==> config.mk <==
export PLATFORM = sky130hd
export DESIGN_NAME = rv_pipe_tracker_flat
export DESIGN_NICKNAME = d
export VERILOG_FILES = /design/src/rtl/rv_pipe_tracker_pkg.sv /design/src/rtl/rv_pipe_tracker_if.sv /design/src/rtl/rv_pipe_tracker_stage_reg.sv /design/src/rtl/rv_pipe_tracker.sv /design/src/flat_wrapper.sv
export SDC_FILE = /design/constraint.sdc
export NUM_CORES = 1
export LEC_CHECK = 0
export CAP_MARGIN = 10
export CORE_AREA = 5 5 103 143
export DETAILED_ROUTE_END_ITERATION = 7
export DIE_AREA = 0 0 108 148
export PLACE_DENSITY = 0.76
export SYNTH_ARGS = -nofsm -noshare
export SYNTH_HDL_FRONTEND = slang
export SYNTH_SLANG_ARGS = --single-unit
==> constraint.sdc <==
create_clock -name i_clk -period 4.3 [get_ports i_clk]
set_input_delay 0.86 -clock i_clk [delete_from_list [all_inputs] [get_ports i_clk]]
set_output_delay 0.86 -clock i_clk [all_outputs]
set_load 0.02 [all_outputs]
==> src/rtl/rv_pipe_tracker_pkg.sv <==
// Shared types for the pipeline register-file metadata tracker.
// One record per in-flight instruction; an all-zero record is a bubble.
package rv_pipe_tracker_pkg;

  localparam int RF_AW = 5;

  typedef struct packed {
    logic             valid;
    logic [RF_AW-1:0] ra1;
    logic [RF_AW-1:0] ra2;
    logic [RF_AW-1:0] wa;
    logic             we;
    logic             is_load;
  } trk_rec_t;

  localparam int       TRK_REC_W  = $bits(trk_rec_t);
  localparam trk_rec_t TRK_BUBBLE = '0;

  // What the ID->EX register captures this cycle.
  typedef enum logic [1:0] {
    SLOT_PASS,
    SLOT_BUBBLE,
    SLOT_FLUSH
  } slot_e;

  // Flush wins over stall so a coincident pair is counted once, as a flush.
  function automatic slot_e slot_sel(logic flush, logic stall);
    if (flush) return SLOT_FLUSH;
    if (stall) return SLOT_BUBBLE;
    return SLOT_PASS;
  endfunction

  // Write-enable and load flag only survive for a real instruction; x0 writes
  // are optionally dropped so hazard logic never forwards from x0.
  function automatic trk_rec_t make_rec(logic valid, logic [RF_AW-1:0] ra1,
                                        logic [RF_AW-1:0] ra2, logic [RF_AW-1:0] wa,
                                        logic we, logic is_load, logic gate_x0);
    trk_rec_t r;
    r.valid   = valid;
    r.ra1     = ra1;
    r.ra2     = ra2;
    r.wa      = wa;
    r.we      = we & valid & ~(gate_x0 & (wa == '0));
    r.is_load = is_load & valid;
    return r;
  endfunction

endpackage

==> src/rtl/rv_pipe_tracker_if.sv <==
// ID-side inputs and per-stage tracking outputs of the pipeline tracker.
// master drives the ID fields and control, slave is the tracker.
interface rv_pipe_tracker_if #(
  parameter int CNT_W = 32
);
  logic             i_trk_valid_id;
  logic [4:0]       i_trk_ra1_id;
  logic [4:0]       i_trk_ra2_id;
  logic [4:0]       i_trk_wa_id;
  logic             i_trk_we_id;
  logic             i_trk_is_load_id;
  logic             i_trk_stall_ifid;
  logic             i_trk_flush;

  logic [4:0]       o_trk_rf_ra1_ex;
  logic [4:0]       o_trk_rf_ra2_ex;
  logic [4:0]       o_trk_rf_wa_mem;
  logic [4:0]       o_trk_rf_wa_wb;
  logic             o_trk_rf_we_mem;
  logic             o_trk_rf_we_wb;
  logic             o_trk_is_load_mem;
  logic             o_trk_is_load_wb;
  logic             o_trk_valid_ex;
  logic             o_trk_valid_mem;
  logic             o_trk_valid_wb;
  logic [CNT_W-1:0] o_trk_bubble_cnt;
  logic [CNT_W-1:0] o_trk_flush_cnt;
  logic [CNT_W-1:0] o_trk_retire_cnt;

  modport master (
    output i_trk_valid_id, i_trk_ra1_id, i_trk_ra2_id, i_trk_wa_id,
           i_trk_we_id, i_trk_is_load_id, i_trk_stall_ifid, i_trk_flush,
    input  o_trk_rf_ra1_ex, o_trk_rf_ra2_ex, o_trk_rf_wa_mem, o_trk_rf_wa_wb,
           o_trk_rf_we_mem, o_trk_rf_we_wb, o_trk_is_load_mem, o_trk_is_load_wb,
           o_trk_valid_ex, o_trk_valid_mem, o_trk_valid_wb,
           o_trk_bubble_cnt, o_trk_flush_cnt, o_trk_retire_cnt
  );

  modport slave (
    input  i_trk_valid_id, i_trk_ra1_id, i_trk_ra2_id, i_trk_wa_id,
           i_trk_we_id, i_trk_is_load_id, i_trk_stall_ifid, i_trk_flush,
    output o_trk_rf_ra1_ex, o_trk_rf_ra2_ex, o_trk_rf_wa_mem, o_trk_rf_wa_wb,
           o_trk_rf_we_mem, o_trk_rf_we_wb, o_trk_is_load_mem, o_trk_is_load_wb,
           o_trk_valid_ex, o_trk_valid_mem, o_trk_valid_wb,
           o_trk_bubble_cnt, o_trk_flush_cnt, o_trk_retire_cnt
  );

endinterface

==> src/rtl/rv_pipe_tracker_stage_reg.sv <==
// One pipeline-stage metadata register: 1-cycle latency, no backpressure;
// bubble_i replaces the incoming record with the all-zero bubble.
module rv_pipe_tracker_stage_reg
  import rv_pipe_tracker_pkg::*;
(
  input  logic     clk_i,
  input  logic     rst_i,
  input  logic     bubble_i,
  input  trk_rec_t rec_i,
  output trk_rec_t rec_o
);

  trk_rec_t rec_q;
  trk_rec_t rec_d;

  always_comb begin
    rec_d = bubble_i ? TRK_BUBBLE : rec_i;
  end

  always_ff @(posedge clk_i or posedge rst_i) begin
    if (rst_i) begin
      rec_q <= TRK_BUBBLE;
    end else begin
      rec_q <= rec_d;
    end
  end

  assign rec_o = rec_q;

endmodule

==> src/rtl/rv_pipe_tracker.sv <==
// Tracks RF metadata through ID/EX, EX/MEM, MEM/WB: EX +1, MEM +2, WB +3 cycles.
// Stall/flush only bubble the EX entry; MEM and WB always advance.
module rv_pipe_tracker
  import rv_pipe_tracker_pkg::*;
#(
  parameter int CNT_W   = 32,
  parameter bit GATE_X0 = 1'b1
) (
  input  logic               i_clk,
  input  logic               i_rst,
  rv_pipe_tracker_if.slave   trk
);

  trk_rec_t rec_id;
  trk_rec_t rec_ex;
  trk_rec_t rec_mem;
  trk_rec_t rec_wb;
  slot_e    slot;
  logic     ex_bubble;

  always_comb begin
    rec_id = make_rec(trk.i_trk_valid_id, trk.i_trk_ra1_id, trk.i_trk_ra2_id,
                      trk.i_trk_wa_id, trk.i_trk_we_id, trk.i_trk_is_load_id,
                      GATE_X0);
    slot      = slot_sel(trk.i_trk_flush, trk.i_trk_stall_ifid);
    ex_bubble = (slot != SLOT_PASS);
  end

  rv_pipe_tracker_stage_reg u_stage_ex (
    .clk_i    (i_clk),
    .rst_i    (i_rst),
    .bubble_i (ex_bubble),
    .rec_i    (rec_id),
    .rec_o    (rec_ex)
  );

  rv_pipe_tracker_stage_reg u_stage_mem (
    .clk_i    (i_clk),
    .rst_i    (i_rst),
    .bubble_i (1'b0),
    .rec_i    (rec_ex),
    .rec_o    (rec_mem)
  );

  rv_pipe_tracker_stage_reg u_stage_wb (
    .clk_i    (i_clk),
    .rst_i    (i_rst),
    .bubble_i (1'b0),
    .rec_i    (rec_mem),
    .rec_o    (rec_wb)
  );

  // Sources are consumed only in EX; WB keeps them solely so the record stays uniform.
  logic wb_src_unused;
  assign wb_src_unused = ^{rec_wb.ra1, rec_wb.ra2};

  // Saturating event counters: 0 = bubble, 1 = flush, 2 = retire.
  localparam int NCNT = 3;

  logic [NCNT-1:0]  cnt_inc;
  logic [CNT_W-1:0] cnt_q [NCNT];
  logic [CNT_W-1:0] cnt_d [NCNT];

  always_comb begin
    cnt_inc[0] = (slot == SLOT_BUBBLE);
    cnt_inc[1] = (slot == SLOT_FLUSH);
    cnt_inc[2] = rec_wb.valid;
    for (int k = 0; k < NCNT; k++) begin
      cnt_d[k] = cnt_q[k];
      if (cnt_inc[k] && (cnt_q[k] != '1)) begin
        cnt_d[k] = cnt_q[k] + CNT_W'(1);
      end
    end
  end

  always_ff @(posedge i_clk or posedge i_rst) begin
    if (i_rst) begin
      for (int k = 0; k < NCNT; k++) begin
        cnt_q[k] <= '0;
      end
    end else begin
      for (int k = 0; k < NCNT; k++) begin
        cnt_q[k] <= cnt_d[k];
      end
    end
  end

  assign trk.o_trk_rf_ra1_ex   = rec_ex.ra1;
  assign trk.o_trk_rf_ra2_ex   = rec_ex.ra2;
  assign trk.o_trk_valid_ex    = rec_ex.valid;
  assign trk.o_trk_rf_wa_mem   = rec_mem.wa;
  assign trk.o_trk_rf_we_mem   = rec_mem.we;
  assign trk.o_trk_is_load_mem = rec_mem.is_load;
  assign trk.o_trk_valid_mem   = rec_mem.valid;
  assign trk.o_trk_rf_wa_wb    = rec_wb.wa;
  assign trk.o_trk_rf_we_wb    = rec_wb.we;
  assign trk.o_trk_is_load_wb  = rec_wb.is_load;
  assign trk.o_trk_valid_wb    = rec_wb.valid;
  assign trk.o_trk_bubble_cnt  = cnt_q[0];
  assign trk.o_trk_flush_cnt   = cnt_q[1];
  assign trk.o_trk_retire_cnt  = cnt_q[2];

endmodule

==> src/flat_wrapper.sv <==
// flat-port wrapper written by rule: the top's interface ports become plain ports
module rv_pipe_tracker_flat import rv_pipe_tracker_pkg::*;
#(
  parameter int CNT_W   = 32,
  parameter bit GATE_X0 = 1'b1
)
  (i_clk, i_rst, trk_i_trk_valid_id, trk_i_trk_ra1_id, trk_i_trk_ra2_id, trk_i_trk_wa_id, trk_i_trk_we_id, trk_i_trk_is_load_id, trk_i_trk_stall_ifid, trk_i_trk_flush, trk_o_trk_rf_ra1_ex, trk_o_trk_rf_ra2_ex, trk_o_trk_rf_wa_mem, trk_o_trk_rf_wa_wb, trk_o_trk_rf_we_mem, trk_o_trk_rf_we_wb, trk_o_trk_is_load_mem, trk_o_trk_is_load_wb, trk_o_trk_valid_ex, trk_o_trk_valid_mem, trk_o_trk_valid_wb, trk_o_trk_bubble_cnt, trk_o_trk_flush_cnt, trk_o_trk_retire_cnt);
  rv_pipe_tracker_if #(.CNT_W(CNT_W)) trk_i ();
  input  logic i_clk;
  input  logic i_rst;
  input wire logic [$bits(trk_i.i_trk_valid_id)-1:0] trk_i_trk_valid_id;
  input wire logic [$bits(trk_i.i_trk_ra1_id)-1:0] trk_i_trk_ra1_id;
  input wire logic [$bits(trk_i.i_trk_ra2_id)-1:0] trk_i_trk_ra2_id;
  input wire logic [$bits(trk_i.i_trk_wa_id)-1:0] trk_i_trk_wa_id;
  input wire logic [$bits(trk_i.i_trk_we_id)-1:0] trk_i_trk_we_id;
  input wire logic [$bits(trk_i.i_trk_is_load_id)-1:0] trk_i_trk_is_load_id;
  input wire logic [$bits(trk_i.i_trk_stall_ifid)-1:0] trk_i_trk_stall_ifid;
  input wire logic [$bits(trk_i.i_trk_flush)-1:0] trk_i_trk_flush;
  output wire logic [$bits(trk_i.o_trk_rf_ra1_ex)-1:0] trk_o_trk_rf_ra1_ex;
  output wire logic [$bits(trk_i.o_trk_rf_ra2_ex)-1:0] trk_o_trk_rf_ra2_ex;
  output wire logic [$bits(trk_i.o_trk_rf_wa_mem)-1:0] trk_o_trk_rf_wa_mem;
  output wire logic [$bits(trk_i.o_trk_rf_wa_wb)-1:0] trk_o_trk_rf_wa_wb;
  output wire logic [$bits(trk_i.o_trk_rf_we_mem)-1:0] trk_o_trk_rf_we_mem;
  output wire logic [$bits(trk_i.o_trk_rf_we_wb)-1:0] trk_o_trk_rf_we_wb;
  output wire logic [$bits(trk_i.o_trk_is_load_mem)-1:0] trk_o_trk_is_load_mem;
  output wire logic [$bits(trk_i.o_trk_is_load_wb)-1:0] trk_o_trk_is_load_wb;
  output wire logic [$bits(trk_i.o_trk_valid_ex)-1:0] trk_o_trk_valid_ex;
  output wire logic [$bits(trk_i.o_trk_valid_mem)-1:0] trk_o_trk_valid_mem;
  output wire logic [$bits(trk_i.o_trk_valid_wb)-1:0] trk_o_trk_valid_wb;
  output wire logic [$bits(trk_i.o_trk_bubble_cnt)-1:0] trk_o_trk_bubble_cnt;
  output wire logic [$bits(trk_i.o_trk_flush_cnt)-1:0] trk_o_trk_flush_cnt;
  output wire logic [$bits(trk_i.o_trk_retire_cnt)-1:0] trk_o_trk_retire_cnt;
  assign trk_i.i_trk_valid_id = trk_i_trk_valid_id;
  assign trk_i.i_trk_ra1_id = trk_i_trk_ra1_id;
  assign trk_i.i_trk_ra2_id = trk_i_trk_ra2_id;
  assign trk_i.i_trk_wa_id = trk_i_trk_wa_id;
  assign trk_i.i_trk_we_id = trk_i_trk_we_id;
  assign trk_i.i_trk_is_load_id = trk_i_trk_is_load_id;
  assign trk_i.i_trk_stall_ifid = trk_i_trk_stall_ifid;
  assign trk_i.i_trk_flush = trk_i_trk_flush;
  assign trk_o_trk_rf_ra1_ex = trk_i.o_trk_rf_ra1_ex;
  assign trk_o_trk_rf_ra2_ex = trk_i.o_trk_rf_ra2_ex;
  assign trk_o_trk_rf_wa_mem = trk_i.o_trk_rf_wa_mem;
  assign trk_o_trk_rf_wa_wb = trk_i.o_trk_rf_wa_wb;
  assign trk_o_trk_rf_we_mem = trk_i.o_trk_rf_we_mem;
  assign trk_o_trk_rf_we_wb = trk_i.o_trk_rf_we_wb;
  assign trk_o_trk_is_load_mem = trk_i.o_trk_is_load_mem;
  assign trk_o_trk_is_load_wb = trk_i.o_trk_is_load_wb;
  assign trk_o_trk_valid_ex = trk_i.o_trk_valid_ex;
  assign trk_o_trk_valid_mem = trk_i.o_trk_valid_mem;
  assign trk_o_trk_valid_wb = trk_i.o_trk_valid_wb;
  assign trk_o_trk_bubble_cnt = trk_i.o_trk_bubble_cnt;
  assign trk_o_trk_flush_cnt = trk_i.o_trk_flush_cnt;
  assign trk_o_trk_retire_cnt = trk_i.o_trk_retire_cnt;
  rv_pipe_tracker #(.CNT_W(CNT_W), .GATE_X0(GATE_X0)) u_core (.i_clk(i_clk), .i_rst(i_rst), .trk(trk_i));
endmodule
==> metrics.sh <==
CRIT_PATH_TOP_DELAY_CELL='clkdlybuf4s50_1'
SYN_INST=496
CLOCK_TREE.ROOT_CELL='clkbuf_16'
PWR-SHARE-COMB_PCT=15.2
REMAINING_DRC_ERRORS=0
WORST_HOLD_SLACK_NS=0.347
MAX-SLEW-MARGIN-REL_PCT=32.1
POST-CTS-SETUP-BUFFER-COUNT=0
TRITONCTS_CLOCK_TREE='done'
FINAL_COMMON_CELL='clkdlybuf4s50_1'
FP.DIEW_UM=108
REG2REGPATHDEPTH=6
TOTAL_TRACK_USAGE_PCT=18.2
LAYOUT.CELLS.MOST_COMMON_LIST='144 x clkdlybuf4s50_1, 130 x dfrtp_1, 53 x xnor2_1'
ROUTE.VIAS.TOTAL=4359
BUFFER_PORTS.INSERTED=144
RSZ_0062_RAISED_AFTER_GLOBAL_ROUTING='false'
SYNTH.NET_COUNT=521
INITIAL_CORE_UTIL_PCT=44.1
DIODES=0
WORST_HOLD_PATH_TYPE='reg -> reg'
CRITICAL_PATH.N_BUFFERS_INVERTERS=1
SYNTH_TOP_CELL_BY_AREA='dfrtp_1'
SWITCHING_SHARE_PCT=27.2
GLOBALPLACE.CONGESTION=0.801
ROUTEDWLPERCELL_UM=16.5
FINAL-INSTANCE-COUNT-EXCL-FILL=838
CRIT_PATH_CELL_TRACE='clkdlybuf4s50_1 > nor4b_4 > nand3_2 > nor3_1 > xor2_1'
FINALCRITICALPERIOD_NS=2.56
DETAILED_PLACE.AREA_UM2=7430
OVERFLOW=0
DESIGN_AREA_UM2=7990
VIA_PER_INST=5.20
SHARE_SEQ_OF_TOTAL_POWER_PCT=44.1
FINAL_NET_COUNT=668
WORST_HOLD_PATH.NUM_CELLS=0
PLACEABLECOREAREA_UM2=13300
GRT_ANTENNA_BEFORE_REPAIR=0
POSTSYNTHREGISTERBITS=130
GRT_MAX_DEGREE=131
ROUTE.ANTENNA.REMAINING_NETS=0
WORST-SLEW-PIN-TRANSITION_NS=1.01
HOLD_START='u_core.u_stage_ex.rec_o[2]$_DFF_PP0_'
DRTITER0DRC=175
SYNTH_CELL_TYPE_COUNT=53
STARTPOINT_TYPE='input port'
NUMBER_OF_FLOPS_MAPPED_TO_ENABLE_CELLS_BY_YOSYS=0
SYN_AREA_UM2=5850
WORSTPATHMAXFANOUT=11
CTS_NUM_SINKS=130
DRV_CAP=0
CTS-RESIZED-GATES=0
SETUP_VIOL=0
DRV_SLEW=0
IO_PINS=145
OUTCOME='completed'
AREA_GROWTH_SYN_TO_LAYOUT_PCT=36.5
FINAL.SETUP_SKEW_NS=0.0104
DESIGN.DIE.AREA_UM2=16000
CRITICAL_PATH.TOP_DELAY_FAMILY='simple AND/OR/NAND/NOR gates'
WORSTSETUPSTARTPOINT='trk_i_trk_flush'
WORST-SETUP-PATH-TYPE='in -> reg'
FP-ROW-COUNT=50
FLOP2FLOP_SETUP_SLACK_NS=1.95
TIMING.FINAL.CRIT_SHARE_PCT=59.6
POWER_DENSITY_nW_PER_UM2=409
POWER.NET_SWITCHING_mW=0.887
POSTCTSHOLDBUFS=0
GRT_PASS1_WL_MM=22.9
DIE_H_UM=148
CLK-INSERTION-DELAY-LATE_NS=0.41
VDD_IR_DROP_MAX_V=0.000258
GRT_PASS1_VIAS=4479
CLOCK_TRANSITION_TIME_AT_THE_FLIP_FLOP_CLOCK_PINS_OF_THE_WORST_SETUP_AND_HOLD_PATHS_NS=0.06
DP.CELLS=806
DETAILED_PLACE_HPWL_MM=10.1
LAYOUT-DRIVE-GT1-SHARE_PCT=9.91
AREA_SHARE_OF_THE_LARGEST_CELL_TYPE_AFTER_SYNTHESIS_PCT=55.6
FINAL.FILL_COUNT=1107
CRITICAL_PATH.REG2REG.STARTPOINT='u_core.trk.o_trk_bubble_cnt[0]$_DFFE_PP0P_'
MAX_CLOCK_FREQ_MHz=390
WORST-ENDPOINT-REQUIRED_NS=4.64
FINALHOLDVIOLATIONS=0
YS_DOMINANT_REG_CELL='dfrtp_1'
YS_ASYNC_SR_FRACTION_PCT=100
WORSTSETUPENDPOINTTYPE='register'
CRITICAL_PATH_DEPTH=5
CLKPWRFRAC_PCT=40.6
TOTAL_LEAKAGE_POWER_nW=3.53
POWER.INTERNAL_mW=2.38
YS_TOP_CELLS_BY_AREA='dfrtp_1 56%, xnor2_1 7.9%, xor2_1 5.1%'
POSTSYNTHAREAPERCELL_UM2=11.8
DRT_WL_TOTAL_MM=13.8
ARRIVAL_NS=2.90
CTS_MAX_LEVEL=4
CTS-ROOT-TO-SINK-BUFFERS=2
DRT_PRE_ANTENNA_ITERS=4
YS_WARN_COUNT=0
NUMBER_OF_BUFFERS_INSERTED_DURING_CLOCK_TREE_SYNTHESIS=17
CPPEAKSTAGEDELAY_NS=0.73
FIN_TNS_SETUP_NS=0
SYNTH.YOSYS.SEQ_AREA_SHARE_PCT=55.6
[Yosys cell counts (6+ instances only)]
cell     count
and3_1      18
nor2_1      15
and2_1      25
nand3_1     36
dfrtp_1    130
nand4_1     32
nor4_1       6
xor2_1      34
nor3_1      11
and4_1      13
inv_1        8
nand2_1     37
xnor2_1     53
buf_4       11
[through the flow]
| stage | power, mW | setup slack (ns) | util, % |
|---|---|---|---|
| floorplan | 1.70 | 1.83 | - |
| global placement | 1.94 | 1.39 | 56.1 |
| detailed placement | 1.97 | 1.26 | 56.1 |
| CTS | 3.30 | 1.70 | 60.2 |
| global route | 3.41 | 1.59 | 60.2 |
| finish | 3.27 | 1.74 | 60.2 |
[power groups by stage]
stage / Sequential, mW / Combinational, mW / Clock, mW
detailed placement: 1.46 / 0.508 / 0
finish: 1.44 / 0.498 / 1.33
floorplan: 1.53 / 0.167 / 0
global placement: 1.45 / 0.491 / 0
CTS: 1.44 / 0.509 / 1.35
global route: 1.46 / 0.536 / 1.41
[kinds of logic (layout without fill, tap and decap cells)]
family	Yosys count	in the layout	share of synthesized area [%]
and+or+nand+nor	225	225	24.1
DFF	130	130	55.6
xor gates and xnor gates	87	87	13.0
buffers and inverters	25	185	2.39
AOI/OAI and AO/OA	22	22	3.44
muxes	4	4	0.812
adders and majority gates	3	3	0.642
[state kept, by name, indices dropped and copies added (netlist names)]
signal                       flops
u_core.trk.o_trk_flush_cnt      32
u_core.trk.o_trk_bubble_cnt     32
u_core.u_stage_mem.rec_o         8
u_core.u_stage_ex.rec_o         18
u_core.trk.o_trk_retire_cnt     32
u_core.u_stage_wb.rec_o          8
[path summary, 6_finish.rpt]
kind / to
hold reg to reg: u_core.u_stage_mem.rec_o[2]$_DFF_PP0_
min in group asynchronous: u_core.trk.o_trk_retire_cnt[8]$_DFFE_PP0P_
setup / recovery: u_core.trk.o_trk_bubble_cnt[29]$_DFFE_PP0P_
setup reg to reg: u_core.trk.o_trk_bubble_cnt[1]$_DFFE_PP0P_
max in group asynchronous: u_core.u_stage_mem.rec_o[5]$_DFF_PP0_
hold / removal: u_core.u_stage_mem.rec_o[2]$_DFF_PP0_
[layer usage]
metal / track usage [%] / wire length (µm) / vias up
met5: 0 / 0 / -
met4: 5.31 / 149 / 0
met3: 6.51 / 917 / 12
met2: 30.3 / 7210 / 134
met1: 22.2 / 5550 / 2164
li1: - / - / 2049
[layout make-up]
| type | count | area, µm² | area share, % |
|---|---|---|---|
| clock inverters | 9 | 82.6 | 1.03 |
| clock buffers | 23 | 468 | 5.86 |
| well taps | 182 | 228 | 2.85 |
| repair buffers | 145 | 1460 | 18.3 |
| inverters | 8 | 33.8 | 0.423 |
| multi-input cells | 341 | 2460 | 30.8 |
| flip-flops and latches | 130 | 3250 | 40.7 |
[worst reg2reg max path, delay by kind of cell, from the launching register on]
kind / cells / cell delay [ns]
AND/OR/NAND/NOR: 4 / 1.25
flip-flops: 1 / 0.46
multiplexers: 1 / 0.29
adder cells (fa/ha/maj): 1 / 0.24
Note: power is estimated with default switching activity, not from simulation.
